### config.mk
export PLATFORM = sky130hd
export DESIGN_NAME = digdar_capture_reader
export DESIGN_NICKNAME = d
export VERILOG_FILES = /design/src/rtl/digdar_pkg.sv /design/src/rtl/sys_bus_read_port.sv /design/src/rtl/digdar_capture_reader.sv
export SDC_FILE = /design/constraint.sdc
export NUM_CORES = 1
export LEC_CHECK = 0
export ABC_AREA = 1
export BUFFER_PORTS_ARGS = -buffer_cell sky130_fd_sc_hd__buf_2
export CAP_MARGIN = 20
export CORE_MARGIN = 4
export CORE_UTILIZATION = 50
export CTS_CLUSTER_SIZE = 14
export DETAILED_ROUTE_END_ITERATION = 6
export PLACE_DENSITY = 0.83
export SYNTH_ARGS = -nofsm -noshare
export SYNTH_HDL_FRONTEND = slang
export SYNTH_HIERARCHICAL = 1
export SYNTH_SLANG_ARGS = --single-unit
### constraint.sdc
create_clock -name sys_clk_i -period 2.7 [get_ports sys_clk_i]
set_input_delay 0 -clock sys_clk_i [delete_from_list [all_inputs] [get_ports sys_clk_i]]
set_output_delay 0 -clock sys_clk_i [all_outputs]
set_load 0.03 [all_outputs]
### src/rtl/digdar_pkg.sv
// Shared definitions for the capture-buffer readout path.
// Region offsets, channel codes, sequencer states and channel-walk helpers.
// Pure declarations: no timing and no flow control of its own.
package digdar_pkg;

   localparam logic [19:0] ADC_A_OFS  = 20'h10000;
   localparam logic [19:0] ADC_B_OFS  = 20'h20000;
   localparam logic [19:0] XADC_A_OFS = 20'h30000;
   localparam logic [19:0] XADC_B_OFS = 20'h40000;

   localparam logic [1:0] CH_ADC_A  = 2'd0;
   localparam logic [1:0] CH_ADC_B  = 2'd1;
   localparam logic [1:0] CH_XADC_A = 2'd2;
   localparam logic [1:0] CH_XADC_B = 2'd3;

   typedef enum logic [2:0] {
      ST_IDLE     = 3'd0,
      ST_ISSUE    = 3'd1,
      ST_WAIT_ACK = 3'd2,
      ST_PUSH     = 3'd3,
      ST_DONE     = 3'd4
   } state_t;

   // Scope region offset for a channel code.
   function automatic logic [19:0] region_ofs(input logic [1:0] chan);
      logic [19:0] ofs;
      case (chan)
         CH_ADC_A:  ofs = ADC_A_OFS;
         CH_ADC_B:  ofs = ADC_B_OFS;
         CH_XADC_A: ofs = XADC_A_OFS;
         default:   ofs = XADC_B_OFS;
      endcase
      return ofs;
   endfunction

   // Lowest enabled channel above cur; MSB flags whether one exists.
   function automatic logic [2:0] next_chan(input logic [3:0] mask, input logic [1:0] cur);
      logic [2:0] res;
      res = 3'b000;
      for (int i = 3; i >= 0; i--) begin
         if (i > int'(cur) && mask[i]) res = {1'b1, 2'(i)};
      end
      return res;
   endfunction

   // Lowest enabled channel in the mask (0 when the mask is empty).
   function automatic logic [1:0] first_chan(input logic [3:0] mask);
      logic [1:0] res;
      res = 2'd0;
      for (int i = 3; i >= 0; i--) begin
         if (mask[i]) res = 2'(i);
      end
      return res;
   endfunction

endpackage

### src/rtl/sys_bus_read_port.sv
// Single-beat system-bus read: strobe, hold address, wait for ack/err/timeout.
// Strobe is combinational on issue; response status is combinational on the ack cycle.
// No backpressure: the sequencer keeps at most one read outstanding.
module sys_bus_read_port
   import digdar_pkg::*;
#(
   parameter int TIMEOUT = 1024
) (
   input  logic        sys_clk_i,
   input  logic        sys_rstn_i,
   input  logic        issue,
   input  logic        waiting,
   input  logic [31:0] addr,
   output logic [31:0] sys_addr_o,
   output logic        sys_ren_o,
   input  logic [31:0] sys_rdata_i,
   input  logic        sys_err_i,
   input  logic        sys_ack_i,
   output logic        rsp_ok,
   output logic        rsp_err,
   output logic [31:0] rsp_data
);

   localparam int TW = $clog2(TIMEOUT + 1);
   localparam logic [TW-1:0] TMO = TW'(TIMEOUT);

   logic [31:0]   addr_q;
   logic [TW-1:0] wait_cnt;
   logic          timed_out;

   // Capture the address on the strobe cycle and count cycles spent waiting.
   always_ff @(posedge sys_clk_i or negedge sys_rstn_i) begin
      if (!sys_rstn_i) begin
         addr_q   <= 32'h0;
         wait_cnt <= '0;
      end else if (issue) begin
         addr_q   <= addr;
         wait_cnt <= TW'(1);
      end else if (waiting && !timed_out) begin
         wait_cnt <= wait_cnt + TW'(1);
      end
   end

   assign timed_out  = (wait_cnt == TMO);
   assign sys_ren_o  = issue;
   assign sys_addr_o = issue ? addr : addr_q;
   assign rsp_ok     = waiting && sys_ack_i && !sys_err_i;
   // An ack on the last counted cycle still wins over the timeout.
   assign rsp_err    = waiting && ((sys_ack_i && sys_err_i) || (!sys_ack_i && timed_out));
   assign rsp_data   = sys_rdata_i;

endmodule

### src/rtl/digdar_capture_reader.sv
// Drains scope capture buffers over the sys bus into a tagged valid/ready stream.
// Start to first strobe 1 cycle; ack to m_valid_o 1 cycle; next strobe the cycle after handshake.
// m_valid_o holds data/chan/last until m_ready_i; no new read is issued while stalled.
module digdar_capture_reader
   import digdar_pkg::*;
#(
   parameter logic [31:0] BASE_ADDR = 32'h4010_0000,
   parameter int          TIMEOUT   = 1024,
   parameter int          RSZ       = 14
) (
   input  logic         sys_clk_i,
   input  logic         sys_rstn_i,
   input  logic         start_i,
   input  logic         abort_i,
   input  logic [RSZ:0] n_samples_i,
   input  logic [3:0]   chan_mask_i,
   output logic         busy_o,
   output logic         done_o,
   output logic         err_o,
   output logic [31:0]  sys_addr_o,
   output logic [31:0]  sys_wdata_o,
   output logic [3:0]   sys_sel_o,
   output logic         sys_wen_o,
   output logic         sys_ren_o,
   input  logic [31:0]  sys_rdata_i,
   input  logic         sys_err_i,
   input  logic         sys_ack_i,
   output logic [31:0]  m_data_o,
   output logic [1:0]   m_chan_o,
   output logic         m_last_o,
   output logic         m_valid_o,
   input  logic         m_ready_i
);

   state_t       state, state_nxt;
   logic [RSZ:0] cfg_n;
   logic [3:0]   cfg_mask;
   logic [1:0]   chan;
   logic [RSZ:0] idx;
   logic [RSZ:0] words;
   logic         last_in_chan;
   logic [2:0]   nxt;
   logic         frame_last;
   logic         start_ok;
   logic         cfg_empty;
   logic         empty_done_q;
   logic [31:0]  rd_addr;
   logic         rsp_ok, rsp_err;
   logic [31:0]  rsp_data;

   assign sys_wdata_o = 32'h0;
   assign sys_sel_o   = 4'hF;
   assign sys_wen_o   = 1'b0;

   // ADC A packs two 16-bit samples per word, so it needs half as many reads.
   assign words        = (chan == CH_ADC_A) ? ((cfg_n + (RSZ+1)'(1)) >> 1) : cfg_n;
   assign last_in_chan = (idx == words - (RSZ+1)'(1));
   assign nxt          = next_chan(cfg_mask, chan);
   assign frame_last   = last_in_chan && !nxt[2];
   assign start_ok     = (state == ST_IDLE) && start_i && !abort_i;
   assign cfg_empty    = (n_samples_i == '0) || (chan_mask_i == 4'h0);
   assign rd_addr      = BASE_ADDR + {12'h000, region_ofs(chan)} + {{(32-RSZ-3){1'b0}}, idx, 2'b00};

   sys_bus_read_port #(.TIMEOUT(TIMEOUT)) u_port (
      .sys_clk_i   (sys_clk_i),
      .sys_rstn_i  (sys_rstn_i),
      .issue       (state == ST_ISSUE),
      .waiting     (state == ST_WAIT_ACK),
      .addr        (rd_addr),
      .sys_addr_o  (sys_addr_o),
      .sys_ren_o   (sys_ren_o),
      .sys_rdata_i (sys_rdata_i),
      .sys_err_i   (sys_err_i),
      .sys_ack_i   (sys_ack_i),
      .rsp_ok      (rsp_ok),
      .rsp_err     (rsp_err),
      .rsp_data    (rsp_data)
   );

   // Sequencer state register.
   always_ff @(posedge sys_clk_i or negedge sys_rstn_i) begin
      if (!sys_rstn_i) state <= ST_IDLE;
      else             state <= state_nxt;
   end

   // Next-state and status outputs; abort overrides every non-idle transition.
   always_comb begin
      state_nxt = state;
      busy_o    = (state != ST_IDLE);
      m_valid_o = (state == ST_PUSH);
      done_o    = (state == ST_DONE) || empty_done_q;
      case (state)
         ST_IDLE:     if (start_ok && !cfg_empty) state_nxt = ST_ISSUE;
         ST_ISSUE:    state_nxt = ST_WAIT_ACK;
         ST_WAIT_ACK: begin
            if (rsp_ok)       state_nxt = ST_PUSH;
            else if (rsp_err) state_nxt = ST_IDLE;
         end
         ST_PUSH:     if (m_ready_i) state_nxt = m_last_o ? ST_DONE : ST_ISSUE;
         ST_DONE:     state_nxt = ST_IDLE;
         default:     state_nxt = ST_IDLE;
      endcase
      if (abort_i && state != ST_IDLE) state_nxt = ST_IDLE;
   end

   // Config latch, channel/index walk, stream register and sticky error.
   always_ff @(posedge sys_clk_i or negedge sys_rstn_i) begin
      if (!sys_rstn_i) begin
         cfg_n        <= '0;
         cfg_mask     <= 4'h0;
         chan         <= 2'd0;
         idx          <= '0;
         err_o        <= 1'b0;
         empty_done_q <= 1'b0;
         m_data_o     <= 32'h0;
         m_chan_o     <= 2'd0;
         m_last_o     <= 1'b0;
      end else begin
         empty_done_q <= start_ok && cfg_empty;
         if (start_ok) begin
            cfg_n    <= n_samples_i;
            cfg_mask <= chan_mask_i;
            chan     <= first_chan(chan_mask_i);
            idx      <= '0;
            err_o    <= 1'b0;
         end
         if (state == ST_WAIT_ACK && !abort_i) begin
            if (rsp_ok) begin
               m_data_o <= rsp_data;
               m_chan_o <= chan;
               m_last_o <= frame_last;
            end else if (rsp_err) begin
               err_o <= 1'b1;
            end
         end
         if (state == ST_PUSH && m_ready_i && !abort_i) begin
            if (last_in_chan) begin
               chan <= nxt[1:0];
               idx  <= '0;
            end else begin
               idx <= idx + (RSZ+1)'(1);
            end
         end
      end
   end

endmodule
======== Word-level counts from Yosys, hierarchy flattened ========
Index checks and enable logic that the tools add are counted.
cells by class
  mux-type cells .......................... 29
  add/sub/neg operators ................... 6
  equal/unequal tests ..................... 11
  reduce and logical (&&, ||, !) cells .... 36
  $lt $le $gt $ge ......................... 3
operator list
  kind                                                                   count
  15-bit 2-to-1 mux                                                      4
  19-bit case mux with 3 select lines                                    1
  31-bit by 20-bit adder with 32-bit output, first input constant        1
  32-bit by 17-bit adder with 32-bit output                              1
  32-bit 2-to-1 mux                                                      1
  15-bit by 1-bit adder with 15-bit output, second input constant        2
  3-bit 2-to-1 mux                                                       9
  11-bit 2-to-1 mux                                                      2
  1-bit logical AND                                                      18
  15-bit equality test                                                   1
  15-bit logical NOT                                                     1
  15-bit by 1-bit subtractor with 15-bit output, second input constant   1
  2-bit 2-to-1 mux                                                       7
  3-bit case mux with 4 select lines                                     1
  11-bit by 1-bit adder with 11-bit output, second input constant        1
  11-bit equality test, second input constant                            1
  3-bit by 2-bit equality test with 1-bit output, second input constant  2
  1-bit logical NOT                                                      6
  3-bit by 1-bit != test with 1-bit output, second input constant        2
  2-bit greater-than comparator, first input constant                    2
  4-bit logical NOT                                                      1
  1-bit 2-to-1 mux                                                       4
  4-bit != test, second input constant                                   1
  2-bit nonzero test                                                     2
  11 further kinds                                                       13
word-level totals
  input bits .............................. 58
  bits in registers ....................... 119
  word-level logic and storage cells ...... 97

======== Depth between registers and ports, before layout ========
Gate-level depths: netlist of run 1.
  depth in word-level cells ............... 8
  gate-level depth with buffers ........... 23

======== Cells and area by module ========
Netlist of run 1, hierarchy kept.
modules (own cells, without submodules)
  module                 instances  area an instance (um2)  cells an instance
  digdar_capture_reader  1          5340.1                  800
  sys_bus_read_port      1          2260.9                  279

======== Least setup slack after synthesis of run 1 ========
OpenSTA, ideal clock, no wires.
  path kind ............................... register to register
  start ................................... reg chan[0]
  end ..................................... reg idx[10]
  path buffers ............................ 2
  clock period less this slack ............ 2674 ps
  data arrival time ....................... 2557 ps
  path slack .............................. 26 ps
  stages on the path, launching flop included .. 22
  cells stage by stage .................... dfrtp_1 -> inv_1 -> ha_1 -> buf_4 -> nand3_1 -> nand2_1 -> inv_1 -> ha_1 -> nand3_1 -> nor2_2 -> nand3_2 -> nor2_8 -> nor2_2 -> nor2_4 -> nand2_1 -> nor2_1 -> nand2_1 -> nor2_2 -> nand3_2 -> buf_6 -> nand3_2 -> nand2_1
on the way
  word-level cells in the longest chain between the ends .. 6
ends and longest elaborated chain
  element                                        RTL line                      text
  from (decl)                                    digdar_capture_reader.sv:38   logic [1:0] chan;
  from (signal assigned)                         digdar_capture_reader.sv:123  chan <= first_chan(chan_mask_i);
  from (signal assigned)                         digdar_capture_reader.sv:138  chan <= nxt[1:0];
  2-bit logical NOT                              digdar_capture_reader.sv:56   assign words = (chan == CH_ADC_A) ? ((cfg_n + (RSZ+1)'(1)) >> 1) : cfg_n;
  15-bit 2-to-1 mux                              digdar_capture_reader.sv:56
  15-bit by 1-bit subtractor with 15-bit output  digdar_capture_reader.sv:57   assign last_in_chan = (idx == words - (RSZ+1)'(1));
  15-bit equality test                           digdar_capture_reader.sv:57
  15-bit 2-to-1 mux                              digdar_capture_reader.sv:137  if (last_in_chan) begin
  15-bit 2-to-1 mux                              digdar_capture_reader.sv:136  if (state == ST_PUSH && m_ready_i && !abort_i) begin
  to (signal assigned)                           digdar_capture_reader.sv:141  idx <= idx + (RSZ+1)'(1);
  to (decl)                                      digdar_capture_reader.sv:39   logic [RSZ:0] idx;
No other way between the ends.
A chain may end at the register's enable or synchronous reset.

======== Worst setup path after layout of run 1 ========
  start ................................... reg chan[1]
  end ..................................... reg idx[7]
The elaborated chain is that of the path after synthesis.

==> summary.txt, run 1 <==
Layout
  • Design area: 9760 µm²
  • Fraction of layout cells with a size suffix above 1: 24.5%
  • ANT cells: 0
  • Fillers: 1130
  • Nets: 1336
  • Area Growth Syn to Fin: 28.4%

Route
  • Antenna Nets Post-Route: 0
  • Via count: 7549
  • Residual DRC count: 0
  • Iteration-0 DRC Markers: 598
  • Total Wirelength: 21300 µm
  • WL/cell: 14.5 µm
  • Detailed-route vias per instance: 5.16
  • Detailed Routing Iterations Pass 1: 5

Setup path
  • Buf/Inv on CP: 4
  • Worst-path cell chain: inv_2 -> ha_4 -> buf_6 -> nand2_2 -> nand3_1 -> nand2_2 -> buf_4 -> nor2_4 -> nand3_4 -> nor2_8 -> nand2_2 -> nand2_2 -> nand3_2 -> nor2_1 -> nand2_1 -> nor2_2 -> nand3_2 -> clkbuf_16 -> nand3_2 -> nand2_1
  • R2R setup slack: -30 ps
  • Crit-path slowest cell: dfrtp_1
  • Worst setup EP type: flop
  • R2R Path End: idx[7]$_DFFE_PN0P_
  • Worst path max stage delay: 410 ps
  • Worst EP required: 3000 ps
  • Reg-to-reg critical path startpoint: chan[1]$_DFF_PN0_
  • R2R cell count: 20
  • Cell repeated most along the worst path: nand2_2
  • Worst Path Arrival: 3030 ps
  • Worst Setup SP: chan[1]$_DFF_PN0_
  • Worst Setup Start Kind: flop
  • Largest fanout on the critical path: 8
  • Top delay family on crit path: simple AND/OR/NAND/NOR gates
  • Worst Setup Path Type: flop to flop

Placed design
  • Detailed placer's ending HPWL: 13900 µm
  • I/O Buffers: 129
  • Gp weighted congestion: 0.914
  • Pre-CTS setup slack: -137 ps
  • Placed inst area: 8190 µm²

Yosys
  • Ys Warns: 6
  • Ranking of synthesized cells by area: dfrtp_1, nand2_1, buf_4, nand3_1, inv_1
  • Ys async rst share: 100%
  • Cells after synthesis: 1079
  • Register bit total from synthesis: 118
  • Post-synth top area share: 38.8%
  • Sequential fraction of the synthesis area: 38.8%
  • Top post-synthesis cells by count: nand2_1, dfrtp_1, inv_1
  • Most used DFF post-synth: dfrtp_1
  • Synth cell types: 39
  • EDFF count, synth: 0
  • Most frequent cell after synthesis: nand2_1
  • Cell taking the most area after synthesis: dfrtp_1
  • Synthesized area: 7600 µm²
  • Syn avg cell area: 7.04 µm²

Flow run
  • Max-cap violations: 0

Floorplanning
  • Core Region: 14700 µm²
  • Starting Density: 51.7%
  • DIE AREA: 17200 µm²
  • FP Rows: 44
  • Die Height: 131 µm
  • Die extent in x: 131 µm
  • Io pins: 167

GRT
  • Vias in the first global route: 7064
  • GRT overflow: 0
  • Total Routing Usage GR: 24.0%
  • Largest net degree at the start of global routing: 58
  • First-pass GRT wire length: 34500 µm
  • Initial antenna violation count: 0

Pwr
  • Maximum vdd drop: 0.798 mV
  • PD cells: 1170 nW/µm²
  • Total power draw: 11.4 mW
  • Pleak: 5.33 nW

Timing
  • Tcrit/Tclk final: 101%
  • # setup viols final: 10
  • Post-route worst setup slack: -30.7 ps
  • Slew Limit Fails: 0
  • Setup_tns: -188 ps
  • Slew HR: 33.4%
  • Tmin final: 2730 ps
  • RSZ-0062 raised after global routing: true
  • Slew of the pin with the lowest slew margin: 996 ps
  • Final clock skew: 6.87 ps
  • Max Clock Freq: 366 MHz
  • Min Hold Slack: 81.0 ps
  • Final Hold Viols: 0

CTS
  • Worst skew pair latency: 410 ps
  • TritonCTS Sinks: 118
  • CTS Buf Count: 17
  • CTS tree: done
  • Reg clk slew, reported paths: 60 ps
  • Clk root buf: clkbuf_16
  • Clock Path Buffers: 2
  • H-tree depth: 4

Status
  • Outcome: complete, but fails checks
  • Violated checks: negative setup slack

Hold path
  • HP Class: primary input to async pin
==> state kept, by name, summed over array words and instances (netlist names) <==
signal           flops
cfg_n               15
m_data_o            32
err_o                1
m_chan_o             2
cfg_mask             3
empty_done_q         1
u_port/wait_cnt     11
m_last_o             1
chan                 2
state                3
u_port/addr_q       32
idx                 15
==> how the worst max path moves through the flow <==
stage / cells after the start / slack, ps / to
floorplan: 21 / 30 / idx[10]$_DFFE_PN0P_
global placement: 19 / 80 / idx[1]$_DFFE_PN0P_
detailed placement: 18 / -140 / m_last_o$_DFFE_PN0P_
CTS: 21 / 2 / idx[1]$_DFFE_PN0P_
global route: 20 / -170 / idx[14]$_DFFE_PN0P_
finish: 20 / -30 / idx[7]$_DFFE_PN0P_
==> layout make-up <==
| class | count | area, µm² | area share [%] |
|---|---|---|---|
| clock buffer | 23 | 468 | 4.79 |
| clock inverter | 9 | 149 | 1.53 |
| inverter | 92 | 350 | 3.59 |
| multi-input combinational | 823 | 4120 | 42.2 |
| sequential | 118 | 2960 | 30.3 |
| tap | 184 | 230 | 2.36 |
| timing repair buffer | 215 | 1490 | 15.3 |
==> placed cells by master, fill, tap and decap left out, drive strengths merged <==
| cell | n |
|---|---|
| nand2 | 481 |
| buf | 159 |
| dfrtp | 118 |
| nand3 | 97 |
| inv | 91 |
| nor2 | 78 |
| dlygate4sd3 | 55 |
| conb | 51 |
| o21ai | 30 |
| clkbuf | 24 |
| nand4 | 21 |
| xor2 | 11 |
| a21oi | 10 |
| ha | 10 |
| nor3 | 8 |
| clkinv | 6 |
| nand3b | 5 |
| or2 | 5 |
| nor4 | 4 |
| bufinv | 4 |
| o31ai | 3 |
| and3 | 2 |
| o21bai | 2 |
| xnor2 | 1 |
| a31o | 1 |
| a21boi | 1 |
| a32o | 1 |
| fa | 1 |
==> per-layer routing <==
layer	track usage, %	wire length (µm)
met1	30.4	8720
met5	0	0
met3	5.16	1430
met4	10.9	900
met2	39.6	10200
==> power breakdown <==
| group | internal [mW] | switching, mW |
|---|---|---|
| combinational | 2.05 | 4.30 |
| clock | 1.59 | 0.787 |
| sequential | 2.30 | 0.408 |
| total | 5.94 | 5.49 |
==> per-stage QoR <==
| stage | utilization (%) | std cells |
|---|---|---|
| after global routing | 66.4 | 1464 |
| final | 66.4 | 1464 |
| after CTS | 63.9 | 1454 |
| after detailed placement | 55.7 | 1366 |
| after floorplan | - | 1128 |
| after global placement | 55.7 | 1366 |
==> kinds of logic (layout without fill, tap and decap cells) <==
kind of cell / Yosys count / in the layout / synth area share, %
compound gates: 48 / 48 / 3.57
fa+ha+maj: 11 / 11 / 1.91
xor+xnor: 12 / 12 / 1.38
simple gates: 701 / 701 / 41.0
other cells: 2 / 51 / 0.0988
buf+inv: 187 / 339 / 13.2
flops: 118 / 118 / 38.8
==> what timing repair did <==
item / in CTS / in global routing
buffers inserted: 1 / 9
resized for setup: 7 / 77
hold buffers: 55 / 0
cloned: 0 / 1
setup endpoints to repair: 17 / 18
pin swaps: 3 / 14
endpoints found under the hold margin: 143 / 0
(Power assumes the default switching activity.)
==> inputs of run 2 (changes only) <==
--- a/config.mk
+++ b/config.mk
@@ -8,11 +8,11 @@
 export ABC_AREA = 1
 export BUFFER_PORTS_ARGS = -buffer_cell sky130_fd_sc_hd__buf_2
 export CAP_MARGIN = 20
-export CORE_MARGIN = 4
+export CORE_MARGIN = 2
 export CORE_UTILIZATION = 50
 export CTS_CLUSTER_SIZE = 14
 export DETAILED_ROUTE_END_ITERATION = 6
-export PLACE_DENSITY = 0.83
+export PLACE_DENSITY = 0.81
 export SYNTH_ARGS = -nofsm -noshare
 export SYNTH_HDL_FRONTEND = slang
 export SYNTH_HIERARCHICAL = 1
==> run 2 against run 1 <==
Effect of this change: the flow now finishes without violations; setup slack gained 71 ps; die area shrank 6.0%; maximum frequency is 2.7% higher; wire length decreased by 4.5%; total power fell by 2.3%.
==> summary.txt, run 2 (same netlist as run 1, synthesis figures left out) <==
Hold path
  • HP Class: primary input to flop
  • Hold path cells: 4
  • HP Start: start_i
  • Hold EP: empty_done_q$_DFF_PN0_

Timing
  • Min Hold Slack: 30.3 ps
  • # setup viols final: 0
  • Slew HR: 35.8%
  • Slew of the pin with the lowest slew margin: 960 ps
  • Tcrit/Tclk final: 98.5%
  • Tmin final: 2660 ps
  • Final Hold Viols: 0
  • Setup_tns: 0 ps
  • Slew Limit Fails: 0
  • Final clock skew: 11.1 ps
  • Max Clock Freq: 376 MHz
  • RSZ-0062 raised after global routing: true

Pwr
  • Pleak: 5.32 nW
  • PD cells: 1150 nW/µm²
  • Maximum vdd drop: 0.660 mV

Route
  • Total Wirelength: 20300 µm
  • Met1 wire length: 8430 µm
  • Detailed-route vias per instance: 5.09
  • Iteration-0 DRC Markers: 582
  • WL/cell: 13.8 µm
  • Wire length on met2: 10100 µm
  • Detailed Routing Iterations Pass 1: 6
  • Antenna Nets Post-Route: 0
  • Metal3 WL: 1130 µm
  • Max Used Layer: met4
  • Via count: 7492
  • Residual DRC count: 0

Layout
  • Area Growth Syn to Fin: 27.9%
  • ANT cells: 0
  • Largest regs: m_data_o (32), u_port/addr_q (32)
  • Fillers: 1197
  • Most common cell after layout, fill and taps aside: nand2_1
  • Final Util: 64.7%
  • Design area: 9720 µm²
  • Nets: 1340
  • Fraction of layout cells with a size suffix above 1: 24.1%
  • Most frequent cells in the layout: nand2_1, buf_2, dfrtp_1

GRT
  • Initial antenna violation count: 0
  • GRT overflow: 0
  • Vias in the first global route: 6984
  • Total Routing Usage GR: 24.9%
  • First-pass GRT wire length: 32600 µm
  • Largest net degree at the start of global routing: 71

Floorplanning
  • DIE AREA: 16200 µm²
  • FP Rows: 45
  • Die extent in x: 127 µm
  • Die Height: 127 µm
  • Core Region: 15000 µm²
  • Io pins: 167
  • Starting Density: 50.6%

Setup path
  • R2R setup slack: 40 ps
  • R2R cell count: 21
  • Worst EP required: 3010 ps
  • Reg-to-reg critical path startpoint: chan[0]$_DFF_PN0_
  • Worst Setup Start Kind: flop
  • Worst setup EP type: flop
  • R2R Path End: idx[12]$_DFFE_PN0P_
  • Worst Setup Path Type: flop to flop
  • Largest fanout on the critical path: 12
  • Worst Path Arrival: 2970 ps

Status
  • Outcome: finished clean

Placed design
  • Detailed placer's ending HPWL: 13300 µm
  • Gp weighted congestion: 0.948
  • Placed inst area: 8180 µm²
  • I/O Buffers: 129

CTS
  • TritonCTS Sinks: 118
  • Reg clk slew, reported paths: 60 ps
  • H-tree depth: 4
  • CTS Buf Count: 17
  • Clock Path Buffers: 2
  • Worst skew pair latency: 420 ps
  • Clk root buf: clkbuf_16
  • CTS tree: done

Flow run
  • Max-cap violations: 0
## run 2: worst max-delay path by stage
| stage | from | to | slack [ps] | cells past startpoint |
|---|---|---|---|---|
| 2_1_floorplan | chan[0]$_DFF_PN0_ | idx[10]$_DFFE_PN0P_ | 30 | 21 |
| 3_3_place_gp | chan[0]$_DFF_PN0_ | idx[1]$_DFFE_PN0P_ | 30 | 19 |
| 3_5_place_dp | chan[0]$_DFF_PN0_ | idx[1]$_DFFE_PN0P_ | -60 | 19 |
| 4_1_cts | cfg_n[1]$_DFFE_PN0P_ | idx[12]$_DFFE_PN0P_ | -6 | 21 |
| 5_1_grt | chan[0]$_DFF_PN0_ | idx[6]$_DFFE_PN0P_ | -140 | 18 |
| 6_report | chan[0]$_DFF_PN0_ | idx[12]$_DFFE_PN0P_ | 40 | 21 |
## run 2: metrics by stage
step           setup WS [ps]  std cells  power [mW]
6_report                40.6       1472        11.2
5_1_grt                 -140       1472        11.9
4_1_cts                -6.07       1464        10.4
3_5_place_dp           -61.2       1368        7.91
3_3_place_gp            34.7       1368        7.82
2_1_floorplan           26.4       1128        6.67
## run 2: cell type report
cell class / instances / area, µm² / area share, %
timing repair buffer: 219 / 1520 / 15.6
tap: 188 / 235 / 2.42
clock inverter: 9 / 77.6 / 0.798
inverter: 92 / 348 / 3.58
clock buffer: 23 / 468 / 4.81
sequential: 118 / 2950 / 30.4
multi-input combinational: 823 / 4120 / 42.4
## run 2: per-layer routing
| metal | GRT usage [%] | vias to the layer above |
|---|---|---|
| met5 | 0 | - |
| met4 | 10.7 | 0 |
| met3 | 4.27 | 60 |
| met2 | 42.5 | 302 |
| met1 | 31.1 | 3481 |
| li1 | - | 3649 |
## run 2: report_power, final
part / internal (mW) / switching, mW
Sequential: 2.30 / 0.400
Combinational: 2.05 / 4.34
Clock: 1.30 / 0.790
## run 2: repair_timing
action	in CTS	in global routing
setup buffers	8	8
resized for setup	23	58
setup endpoints to repair	11	18
cloned	1	0
pin swaps	12	25
hold buffers	55	0
hold endpoints to repair	102	0
## run 2: worst max-delay path, stage by stage (launching register included)
cell and delay [ps]:
dfrtp_1 390, inv_2 90, ha_4 180, buf_8 150, nand2_1 90, nand2_1 70
nand2_1 60, nand2_2 110, inv_2 80, nand2_1 80, nand2_1 60, nand2_1 80
nand2_1 100, nor2_2 180, nand3_2 80, nor2_1 90, nand2_1 90, nor2_4 130
nand3_4 130, buf_12 170, nand3_2 60, nand2_2 50
==> inputs of run 3 (changes only) <==
--- a/config.mk
+++ b/config.mk
@@ -12,7 +12,7 @@
 export CORE_UTILIZATION = 50
 export CTS_CLUSTER_SIZE = 14
 export DETAILED_ROUTE_END_ITERATION = 6
-export PLACE_DENSITY = 0.81
+export PLACE_DENSITY = 0.83
 export SYNTH_ARGS = -nofsm -noshare
 export SYNTH_HDL_FRONTEND = slang
 export SYNTH_HIERARCHICAL = 1
==> run 3 against run 2 <==
Effect of this change: highest routed layer unchanged; combinational power about the same; utilization increased by 0.12 points; via count increased by 0.15%; worst hold slack got worse by 4.3 ps; setup slack improved by 2.1 ps; clock skew decreased by 5.2 ps; clock power increased by 6%.
==> summary.txt, run 3 (same netlist as run 1, synthesis figures left out) <==
Layout
  • Fraction of layout cells with a size suffix above 1: 23.9%
  • Largest regs: m_data_o (32), u_port/addr_q (32)
  • Nets: 1338
  • Area Growth Syn to Fin: 28.2%
  • ANT cells: 0
  • Most common cell after layout, fill and taps aside: nand2_1
  • Fillers: 1209
  • Post-Layout Cell Count: 1469
  • Most frequent cells in the layout: nand2_1, buf_2, dfrtp_1

Hold path
  • HP Class: primary input to flop

Setup path
  • Cell repeated most along the worst path: nand2_2
  • Worst path max stage delay: 410 ps
  • Worst Setup Path Type: flop to flop
  • Worst-path cell chain: ha_4 -> inv_2 -> nand2_2 -> nand3_2 -> nand2_1 -> inv_2 -> ha_4 -> nand3_4 -> nor2_4 -> nand3_4 -> nor2_8 -> nand2_2 -> nand2_2 -> nand3_2 -> nor2_1 -> nand2_1 -> nor2_4 -> nand3_4 -> buf_12 -> nand3_2 -> nand2_2
  • Worst Path Arrival: 2960 ps
  • Worst Setup Start Kind: flop
  • Crit-path slowest cell: dfrtp_1
  • Worst EP required: 3000 ps
  • Worst setup EP type: flop
  • Largest fanout on the critical path: 6

Timing
  • Max Clock Freq: 376 MHz
  • Slew Limit Fails: 0
  • Final Hold Viols: 0
  • # setup viols final: 0
  • Tcrit/Tclk final: 98.4%
  • Final clock skew: 5.95 ps
  • Tmin final: 2660 ps
  • Setup_tns: 0 ps
  • Slew of the pin with the lowest slew margin: 952 ps
  • Slew HR: 36.3%
  • RSZ-0062 raised after global routing: true

CTS
  • H-tree depth: 4
  • CTS tree: done
  • Clock Path Buffers: 2
  • CTS Buf Count: 17
  • TritonCTS Sinks: 118
  • Worst skew pair latency: 420 ps
  • Clk root buf: clkbuf_16
  • Reg clk slew, reported paths: 50 ps

Pwr
  • PD cells: 1160 nW/µm²
  • Maximum vdd drop: 0.661 mV
  • Pleak: 5.32 nW

GRT
  • Vias in the first global route: 6986
  • Initial antenna violation count: 0
  • First-pass GRT wire length: 32200 µm
  • Largest net degree at the start of global routing: 74
  • Total Routing Usage GR: 24.6%
  • GRT overflow: 0

Placed design
  • I/O Buffers: 129
  • Gp weighted congestion: 0.988
  • Detailed placer's ending HPWL: 13300 µm
  • # placed instances: 1371

Floorplanning
  • FP Rows: 45
  • Die extent in x: 127 µm
  • Io pins: 167
  • Starting Density: 50.6%
  • Core Region: 15000 µm²
  • Die Height: 127 µm
  • DIE AREA: 16200 µm²

Route
  • Detailed-route vias per instance: 5.11
  • Residual DRC count: 0
  • Antenna Nets Post-Route: 0
  • Total Wirelength: 19900 µm
  • Detailed Routing Iterations Pass 1: 5
  • WL/cell: 13.5 µm
  • Iteration-0 DRC Markers: 662
  • Via count: 7503

Status
  • Outcome: finished clean

Flow run
  • Max-cap violations: 0
## run 3: layout make-up
class / instances / area, µm² / area share [%]
clock buffers: 24 / 482 / 4.94
multi-input cells: 824 / 4120 / 42.3
repair buffers: 216 / 1510 / 15.5
clock inverters: 7 / 96.3 / 0.989
flip-flops and latches: 118 / 2960 / 30.3
well taps: 188 / 235 / 2.41
inverters: 92 / 348 / 3.57
## run 3: timing repair
item | in CTS | in global routing
gates cloned | 2 | 0
hold buffers | 54 | 0
resized for setup | 21 | 57
endpoints found under the setup margin | 11 | 18
endpoints found under the hold margin | 100 | 0
pin swaps | 10 | 32
setup buffers | 3 | 8
## run 3: through the flow
step | hold slack (ps) | instance area, µm² | setup slack [ps] | power, mW | utilization [%]
after floorplan | -296 | 7780 | 26.4 | 6.67 | -
after global placement | 52.0 | 8200 | 86.2 | 7.86 | 54.6
after detailed placement | 50.0 | 8200 | -24.2 | 7.98 | 54.6
after CTS | 15.6 | 9490 | 6.77 | 10.6 | 63.1
after global routing | 48.6 | 9740 | -113 | 12.1 | 64.8
final | 25.9 | 9740 | 42.7 | 11.3 | 64.8
## run 3: final timing paths
check	startpoint	end	slack, ps	cells past startpoint
setup / recovery	cfg_n[0]$_DFFE_PN0P_	idx[1]$_DFFE_PN0P_	40	21
hold / removal	sys_err_i	err_o$_DFF_PN0_	30	4
min in group asynchronous	sys_rstn_i	u_port/addr_q[29]$_DFF_PN0_	150	2
max in group asynchronous	sys_rstn_i	cfg_n[3]$_DFFE_PN0P_	1750	3
hold reg to reg	u_port/addr_q[23]$_DFF_PN0_	u_port/addr_q[23]$_DFF_PN0_	460	2
setup reg to reg	cfg_n[0]$_DFFE_PN0P_	idx[1]$_DFFE_PN0P_	40	21
## run 3: power by group
part	total, mW	internal (mW)	switching (mW)
combinational	6.41	2.09	4.32
sequential	2.67	2.30	0.371
clock	2.21	1.42	0.786
total	11.3	5.81	5.48
## run 3: routing by layer
metal / part of all wire [%] / track usage [%]
met5: 0 / 0
met4: 3.5 / 11.2
met3: 6.3 / 4.82
met2: 48 / 40.3
met1: 42 / 31.7
## run 3: worst max-delay path: cells and delay by family, from the launching register on
| kind | cells | cell delay [ps] |
|---|---|---|
| and+or+nand+nor | 16 | 1470 |
| buffers and inverters | 3 | 310 |
| DFF | 1 | 410 |
| adders and majority gates | 2 | 350 |
